<file path="src/rtl/id_ctrl_sequencer.sv">
// id_ctrl_sequencer: ID-stage main control decode into the ID/EX control register,
// with stall/flush/valid qualification and a HALT drain-and-park state machine.
module id_ctrl_sequencer #(
    parameter int          DRAIN_CYCLES = 4,
    parameter logic [5:0]  OP_HALT      = 6'b111111
) (
    input  logic        i_clk,
    input  logic        i_reset_n,
    input  logic        i_valid,
    input  logic [5:0]  i_op,
    input  logic [5:0]  i_funct,
    input  logic        i_bus_a_is_zero,
    input  logic        i_stall,
    input  logic        i_flush,
    input  logic        i_resume,
    output logic [13:0] o_ctrl_regs,
    output logic        o_ctrl_valid,
    output logic        o_redirect,
    output logic [1:0]  o_jmp_ctrl,
    output logic        o_fetch_stall,
    output logic        o_halted
);
    localparam logic [5:0] OP_RTYPE = 6'b000000, OP_J    = 6'b000010, OP_JAL  = 6'b000011,
                           OP_BEQ   = 6'b000100, OP_BNE  = 6'b000101, OP_ADDI = 6'b001000,
                           OP_SLTI  = 6'b001010, OP_ANDI = 6'b001100, OP_ORI  = 6'b001101,
                           OP_XORI  = 6'b001110, OP_LUI  = 6'b001111, OP_LB   = 6'b100000,
                           OP_LH    = 6'b100001, OP_LW   = 6'b100011, OP_LBU  = 6'b100100,
                           OP_LHU   = 6'b100101, OP_LWU  = 6'b100111, OP_SB   = 6'b101000,
                           OP_SH    = 6'b101001, OP_SW   = 6'b101011;
    localparam logic [5:0] FN_JR = 6'b001000, FN_JALR = 6'b001001;
    localparam logic [3:0] CNT_INIT = 4'(DRAIN_CYCLES - 1);

    typedef enum logic [1:0] {RUN, DRAIN, HALTED} state_t;

    state_t      r_state;
    logic [3:0]  r_cnt;
    logic [13:0] r_ctrl;
    logic        r_valid;
    logic        r_halted;
    logic [13:0] w_dec;
    logic        w_run;

    // word layout: {next_pc_src, jmp[1:0], reg_write, reg_dst[1:0], mem_to_reg[1:0], mem_write, alu_src[1:0], alu_op[2:0]}
    always_comb begin
        w_dec = 14'h0000;
        case (i_op)
            OP_RTYPE: w_dec = (i_funct == FN_JR) ? 14'h3000 : (i_funct == FN_JALR) ? 14'h3502 : 14'h0502;
            OP_LW, OP_LWU: w_dec = 14'h0448;
            OP_LB, OP_LBU: w_dec = 14'h0488;
            OP_LH, OP_LHU: w_dec = 14'h04C8;
            OP_SW, OP_SB, OP_SH: w_dec = 14'h0028;
            OP_BEQ:  w_dec = i_bus_a_is_zero ? 14'h3801 : 14'h0001;
            OP_BNE:  w_dec = i_bus_a_is_zero ? 14'h0001 : 14'h3801;
            OP_ADDI: w_dec = 14'h040B;
            OP_SLTI: w_dec = 14'h040F;
            OP_ANDI: w_dec = 14'h0414;
            OP_ORI:  w_dec = 14'h0415;
            OP_XORI: w_dec = 14'h0416;
            OP_LUI:  w_dec = 14'h0418;
            OP_J:    w_dec = 14'h2800;
            OP_JAL:  w_dec = 14'h2E00;
            default: w_dec = 14'h0000;
        endcase
    end

    assign w_run         = (r_state == RUN);
    assign o_redirect    = w_run & w_dec[13];
    assign o_jmp_ctrl    = w_run ? w_dec[12:11] : 2'b00;
    assign o_fetch_stall = !w_run;
    assign o_ctrl_regs   = r_ctrl;
    assign o_ctrl_valid  = r_valid;
    assign o_halted      = r_halted;

    always_ff @(posedge i_clk or negedge i_reset_n) begin
        if (!i_reset_n) begin
            r_state  <= RUN;
            r_cnt    <= '0;
            r_ctrl   <= '0;
            r_valid  <= 1'b0;
            r_halted <= 1'b0;
        end else begin
            // registered one edge behind HALTED entry, but drops on the resume edge itself
            r_halted <= (r_state == HALTED) && !i_resume;
            case (r_state)
                RUN: begin
                    if (i_flush || (!i_stall && !i_valid)) begin
                        r_ctrl  <= '0;
                        r_valid <= 1'b0;
                    end else if (!i_stall) begin
                        if (i_op == OP_HALT) begin
                            r_ctrl  <= '0;
                            r_valid <= 1'b0;
                            r_cnt   <= CNT_INIT;
                            r_state <= DRAIN;
                        end else begin
                            r_ctrl  <= w_dec;
                            r_valid <= 1'b1;
                        end
                    end
                end
                DRAIN: begin
                    r_ctrl  <= '0;
                    r_valid <= 1'b0;
                    if (r_cnt == 4'd0) r_state <= HALTED;
                    else r_cnt <= r_cnt - 4'd1;
                end
                HALTED: begin
                    r_ctrl  <= '0;
                    r_valid <= 1'b0;
                    if (i_resume) r_state <= RUN;
                end
                default: r_state <= RUN;
            endcase
        end
    end
endmodule

</file>
<file path="config.mk">
export PLATFORM = sky130hd
export DESIGN_NAME = id_ctrl_sequencer
export DESIGN_NICKNAME = d
export VERILOG_FILES = /design/src/rtl/id_ctrl_sequencer.sv
export SDC_FILE = /design/constraint.sdc
export NUM_CORES = 1
export LEC_CHECK = 0
export BUFFER_PORTS_ARGS = -buffer_cell sky130_fd_sc_hd__buf_2
export CORE_MARGIN = 2
export CORE_UTILIZATION = 51
export DETAILED_ROUTE_END_ITERATION = 6
export PLACE_DENSITY = 0.79
export SLEW_MARGIN = 30
export SYNTH_ARGS = -nofsm -noshare
export SYNTH_HDL_FRONTEND = slang
export SYNTH_SLANG_ARGS = --single-unit
</file>
<file path="constraint.sdc">
create_clock -name i_clk -period 2.4 [get_ports i_clk]
set_input_delay 0.36 -clock i_clk [delete_from_list [all_inputs] [get_ports i_clk]]
set_output_delay 0.36 -clock i_clk [all_outputs]
set_load 0.02 [all_outputs]
</file>
# [Yosys cells after proc, flatten, opt, wreduce, memory -nomap -nowiden]
# Index checks and enable logic that the tools add are counted.
[word_totals] wordCells=83 register_bits=22
[op_classes] n_addsub=1 bitwise=1 n_reduce_logical=20 eq_ne=31 muxes=25
[op_table] operator="14-bit one-hot mux with 15 select lines" n=1
[op_table] operator="14-bit 2-to-1 mux" n=7
[op_table] operator="6-bit equality test, second input constant" n=10
[op_table] operator="6-bit by 4-bit equality test with 1-bit output, second input constant" n=8
[op_table] operator="14-bit one-hot mux with 2 select lines" n=1
[op_table] operator="4-bit 2-to-1 mux" n=4
[op_table] operator="6-bit by 2-bit equality test with 1-bit output, second input constant" n=2
[op_table] operator="6-bit by 3-bit equality test with 1-bit output, second input constant" n=2
[op_table] operator="2-bit 2-to-1 mux" n=6
[op_table] operator="2-bit inequality test, second input constant" n=5
[op_table] operator="5-bit AND reduction" n=2
[op_table] operator="4-bit one-hot mux with 2 select lines" n=1
[op_table] operator="2-bit OR reduction" n=4
[op_table] operator="6-bit logical NOT" n=1
[op_table] operator="2-bit one-hot mux with 3 select lines" n=1
[op_table] operator="1-bit logical NOT" n=4
[op_table] operator="4-bit logical NOT" n=1
[op_table] operator="2-bit nonzero test" n=2
[op_table] operator="4-bit by 1-bit subtractor with 4-bit output, second input constant" n=1
[op_table] operator="1-bit 2-to-1 mux" n=3
[op_table] operator="3-bit by 2-bit inequality test with 1-bit output, second input constant" n=1
[op_table] operator="3-bit OR reduction" n=1
[op_table] operator="2-bit by 1-bit equality test with 1-bit output, second input constant" n=1
[op_table] operator="2-bit equality test, second input constant" n=1
[op_table] operator="other kinds (7)" n=8

# [Logic depth before layout (Yosys ltp)]
# Gate-level depths: netlist of run 1.
[logic_depth] ltp_word=8 depth_mapped=7 mapped_depth_nobuf=6

# [Worst setup path before layout of run 1]
# OpenSTA, ideal clock, no wires.
[synth_path] path_type="input to output" start="input i_funct[4]" end="output o_jmp_ctrl[1]" t_arrival_ps=1574 cell_stages=4 setup_slack_ps=466 path_buffers=0 cell_sequence="or4b_1 > or2_0 > o21ai_0 > and3_1"
[synth_via] elab_chain_len=5 elab_cells_between_ends=6 classes_between="eq/ne (2); mux (4)"
[synth_lines] element="start, declared" line_no="11" source="input logic [5:0] i_funct,"
[synth_lines] element="6-bit by 4-bit equality test with 1-bit output" line_no="47" source="OP_RTYPE: w_dec = (i_funct == FN_JR) ? 14'h3000 : (i_funct == FN_JALR) ? 14'h3502 : 14'h0502;"
[synth_lines] element="14-bit 2-to-1 mux" line_no="47"
[synth_lines] element="14-bit 2-to-1 mux (*)" line_no="47"
[synth_lines] element="14-bit one-hot mux with 15 select lines (*)" line_no="46" source="case (i_op)"
[synth_lines] element="2-bit 2-to-1 mux (*)" line_no="68" source="assign o_jmp_ctrl = w_run ? w_dec[12:11] : 2'b00;"
[synth_lines] element="end, declared" line_no="19" source="output logic [1:0] o_jmp_ctrl,"
# Mark *: on every way between the ends. The rest lies on a longest branch, timed or not.

# [Final worst setup path of run 1]
# Ends and elaborated chain as after synthesis.

==> metrics.txt, run 1 <==
Clock Tree Root clkbuf_4; post-synth cell types 46; Pleak 0.805 nW; CTS tree yes; Crit path arrival time 1.80 ns; post-synthesis sequential element count 22; Avg Vias per Cell 5.92; critical path endpoint category output port; commonest non-fill, non-tap cells in the layout buf_2 (38), dfrtp_1 (22), nand2_1 (17), nor2b_1 (11), o21ai_0 (11); Fill cells 211; global-route wire length before repair 5270 um; GRT overflow 0; cts bufs inserted 3; status completed; RSZ-0062 raised after global routing no; gr usage total 20.9%; DP HPWL 2480 um; Reg area 551 um^2; Sink Count 22; largest net degree at the start of global routing 23; cells after synthesis 145; global placement routability congestion 0.806; sequential element share of the synthesized area 40.4%; Post-Synthesis Cell Area 1360 um^2; Setup CP Type input pin to output port; commonest non-fill, non-tap cell in the layout buf_2; Area Growth Syn to Fin 18.5%; Required @ worst endpoint 2.04 ns; post-cts gate resize count 0; Longest Clk Path Bufs 2; Worst-Margin Slew 0.499 ns; core area 2500 um^2; Multi-input gate area 762 um^2; Synth warnings 0; H-tree lvl count 1; io pins 39; worst clock skew 0.00319 ns; clock latency on the worst-skew pair 0.30 ns; Worst-path clk slew 0.12 ns; fin. max-slew vios 0; Starting Density 54.5%; share of cells above drive strength 1 28.4%; vias in the first global route 1226; PwrDens 658 nW/um^2; post-DR wirelength/cell 14.6 um; Nets 208; setup bufs post-CTS 0; first-pass iteration count of the detailed router 4; Mapped Nets 169; die outline area 3100 um^2; setup violators final 0; Final period util 90.2%; Hold Buf Count CTS 0; Mapped Avg Cell Area 9.40 um^2; peak supply drop 595 uV; initial antenna violation count 0; nature of the critical path startpoint input pin; f_max 462 MHz; PnR Total Power 1.06 mW; setup TNS 0 ns; Buffers on Ports 38; fin crit period 2.16 ns; drt initial violations 31; class of the tightest hold or removal check input pin to async pin; relative slew slack 66.4%; placement row count 18; Die Wd 55.7 um; Die H 55.7 um; Residual DRC 0; routed vias 1262; final hold violations 0; Antenna diodes 0; max cap viols 0; ANT nets after route 0; worst-path maximum fanout 2; Routed WL 3100 um
[where the power goes]
| group | switching [mW] | internal (mW) | leakage, nW |
|---|---|---|---|
| registers | 0.0351 | 0.413 | 0.294 |
| logic | 0.249 | 0.162 | 0.490 |
| clock network | 0.111 | 0.0924 | 0.0210 |
| total | 0.395 | 0.667 | 0.805 |
[kinds of logic (layout without fill, tap and decap cells)]
family / Yosys count / after routing / synth area share, %
AO/OA/AOI/OAI: 42 / 42 / 23.7
XOR/XNOR: 1 / 1 / 0.643
adder cells (fa/ha/maj): 5 / 5 / 4.59
buffers and inverters: 12 / 50 / 3.67
flip-flops: 22 / 22 / 40.4
multiplexers: 2 / 2 / 1.65
AND/OR/NAND/NOR: 61 / 61 / 25.3
[registers in the layout, indices dropped and copies added (netlist names)]
signal	cells
o_halted	1
r_cnt	4
r_state	2
o_ctrl_valid	1
o_ctrl_regs	14
[worst max-delay path, cell delays in order]
cell	delay, ns
buf_2	0.09
or4b_1	0.53
or2_0	0.24
o21ai_0	0.24
and3_1	0.19
buf_2	0.16
[through the flow]
stage               setup WS, ns  area (um^2)  util [%]  std cells  hold WS, ns
CTS                        0.233         1610      64.6        213       0.0172
global placement           0.302         1580      63.1        209        0.343
floorplan                  0.466         1360         -        145       0.0644
finish                     0.236         1610      64.6        213      0.00234
global route               0.131         1610      64.6        213       0.0299
detailed placement         0.246         1580      63.1        209        0.350
[routing by layer]
layer / GRT usage (%) / wire, um
met5: 0 / 0
met4: 7.32 / 57
met3: 2.79 / 117
met2: 40.6 / 1710
met1: 22.6 / 1210
[worst paths after layout]
path | cells after the start | slack [ns] | startpoint | to
max | 6 | 0.24 | i_funct[4] | o_jmp_ctrl[1]
min | 1 | 0.002 | i_reset_n | o_ctrl_regs[1]
min in group i_clk | 2 | 0.23 | i_resume | o_halted
min reg2reg | 1 | 0.49 | o_ctrl_valid | o_ctrl_valid
max in group asynchronous | 1 | 2.07 | i_reset_n | r_cnt[2]
max reg2reg | 6 | 0.32 | r_state[0] | r_cnt[0]
[layout make-up]
| type | count | share of cell area [%] |
|---|---|---|
| multi-input combinational | 111 | 47.2 |
| sequential | 22 | 34.1 |
| timing repair buffer | 40 | 12.7 |
| tap | 30 | 2.33 |
| clock buffer | 4 | 2.25 |
| inverter | 6 | 1.40 |
[Yosys cell counts (all sizes together)]
| cell | n | share of area, % |
|---|---|---|
| inv | 6 | 1.7 |
| or3b | 1 | 0.64 |
| nor4bb | 1 | 0.73 |
| nand4 | 1 | 0.46 |
| clkbuf | 4 | 1.1 |
| nand3 | 1 | 0.37 |
| a22oi | 1 | 0.55 |
| o311ai | 1 | 0.64 |
| o21bai | 4 | 2.2 |
| nand2 | 17 | 4.7 |
| nor3b | 2 | 1.1 |
| o31ai | 1 | 0.55 |
| o21a | 1 | 0.55 |
| o21ai | 12 | 4.4 |
| and2 | 1 | 0.46 |
| nand2b | 5 | 2.3 |
| a31oi | 1 | 0.46 |
| a211oi | 1 | 0.92 |
| a311oi | 1 | 0.64 |
| and3 | 5 | 2.3 |
| mux2 | 2 | 1.7 |
| or4b | 2 | 1.5 |
| nor4 | 1 | 0.46 |
| nor3 | 2 | 0.73 |
| o22ai | 1 | 0.46 |
| nor2b | 11 | 5.1 |
| o211ai | 1 | 0.55 |
| a32o | 5 | 3.7 |
| ha | 5 | 4.6 |
| nand4b | 1 | 1.1 |
| xnor2 | 1 | 0.64 |
| or2 | 2 | 0.92 |
| a21oi | 2 | 0.73 |
| dfrtp | 22 | 40 |
| and3b | 1 | 0.64 |
| a31o | 1 | 0.64 |
| o41ai | 5 | 3.8 |
| a21o | 2 | 1.1 |
| a221oi | 1 | 1.1 |
| nor2 | 7 | 1.9 |
| o311a | 1 | 0.73 |
| buf | 2 | 0.92 |
(Power assumes the default switching activity.)
==> run 2: changes to the inputs <==
- SETUP_SLACK_MARGIN: not set -> 0.3
==> metrics.txt, run 2 (synthesized netlist as in run 1, its figures left out) <==
gr usage total 20.9%; placement row count 18; Required @ worst endpoint 2.04 ns; fin crit period 2.08 ns; share of cells above drive strength 1 31.4%; Starting Density 54.5%; commonest non-fill, non-tap cells in the layout buf_2 (35), dfrtp_1 (22), nand2_1 (17), nor2b_1 (11), o21ai_0 (10); Residual DRC 0; critical path endpoint category output port; Avg Vias per Cell 6.08; global placement routability congestion 0.806; initial antenna violation count 0; core area 2500 um^2; drt initial violations 42; final hold violations 3; Longest Clk Path Bufs 2; vias in the first global route 1229; H-tree lvl count 1; Area Growth Syn to Fin 22.5%; routed vias 1307; Routed WL 3220 um; die outline area 3100 um^2; post-DR wirelength/cell 15.0 um; Nets 210; Final Hold Slack -0.00161 ns; max reg flops 14; RSZ-0062 raised after global routing yes; worst clock skew 0.00126 ns; fin. max-slew vios 0; Die H 55.7 um; Fill cells 203; Final period util 86.9%; failing checks negative hold slack; Antenna diodes 0; DP HPWL 2480 um; f_max 480 MHz; relative slew slack 66.0%; PwrDens 647 nW/um^2; GRT overflow 0; peak supply drop 598 uV; Reg-to-Reg Start r_state[0]; Setup CP Type input pin to output port; setup TNS 0 ns; Clock Tree Root clkbuf_4; largest net degree at the start of global routing 23; cts bufs inserted 3; commonest non-fill, non-tap cell in the layout buf_2; Sink Count 22; io pins 39; Pleak 0.836 nW; class of the tightest hold or removal check input pin to async pin; setup violators final 0; Worst-path clk slew 0.12 ns; Buffers on Ports 38; worst reg2reg path depth 6; max cap viols 0; Crit path arrival time 1.72 ns; Die Wd 55.7 um; reg2reg setup slack 0.46 ns; ANT nets after route 0; worst-path maximum fanout 2; CTS tree yes; first-pass iteration count of the detailed router 4; status finished with violations; nature of the critical path startpoint input pin; Worst-Margin Slew 0.506 ns; r2r endpoint o_ctrl_regs[6]; clock latency on the worst-skew pair 0.30 ns; global-route wire length before repair 5300 um
-- run 2: through the flow --
stage	utilization (%)	instances	total power, mW	area (um^2)	setup slack [ns]
3_5_place_dp	63.1	209	0.866	1580	0.246
2_1_floorplan	-	145	0.739	1360	0.466
3_3_place_gp	63.1	209	0.849	1580	0.302
4_1_cts	64.9	214	1.07	1620	0.300
6_report	66.8	215	1.08	1670	0.315
5_1_grt	66.8	215	1.15	1670	0.284
-- run 2: layout make-up --
cell class	count	area (um^2)	share of cell area [%]
well taps	30	37.5	2.25
clock buffers	4	36.3	2.17
multi-input cells	111	787	47.2
repair buffers	42	235	14.1
flip-flops and latches	22	551	33.0
inverters	6	22.5	1.35
-- run 2: worst max path at each step --
| stage | startpoint | end | slack, ns | cells past startpoint |
|---|---|---|---|---|
| 3_3_place_gp | i_funct[4] | o_jmp_ctrl[1] | 0.30 | 6 |
| 5_1_grt | i_funct[1] | o_redirect | 0.28 | 6 |
| 2_1_floorplan | i_funct[4] | o_jmp_ctrl[1] | 0.47 | 4 |
| 4_1_cts | i_funct[4] | o_jmp_ctrl[1] | 0.30 | 6 |
| 3_5_place_dp | i_funct[4] | o_jmp_ctrl[1] | 0.25 | 6 |
| 6_report | i_funct[1] | o_redirect | 0.32 | 6 |
-- run 2: critical path, cell delays in order --
cell and delay, ns:
buf_6 0.09, or4b_4 0.53, or2_4 0.25, o21bai_1 0.17, and3_1 0.19, buf_6 0.12
-- run 2: layer usage --
metal / GRT usage, % / vias up / routed length (um)
met3: 2.79 / 6 / 120
met4: 7.32 / 0 / 57
li1: - / 613 / -
met1: 22.9 / 657 / 1260
met2: 40.6 / 31 / 1780
met5: 0 / - / 0
-- run 2: repair_timing --
| item | 4_1_cts | 5_1_grt |
|---|---|---|
| setup buffers | 1 | 1 |
| setup endpoints to repair | 2 | 5 |
| cloned | 0 | 0 |
| pin swaps | 1 | 3 |
| hold buffers | 0 | 0 |
| resized for setup | 1 | 10 |
-- run 2: power by group --
part           internal (mW)  leakage [nW]  switching [mW]  total [mW]
Combinational          0.178         0.520           0.253       0.430
Sequential             0.413         0.294          0.0340       0.447
Clock                 0.0924        0.0210           0.111       0.203
Total                  0.683         0.836           0.398        1.08
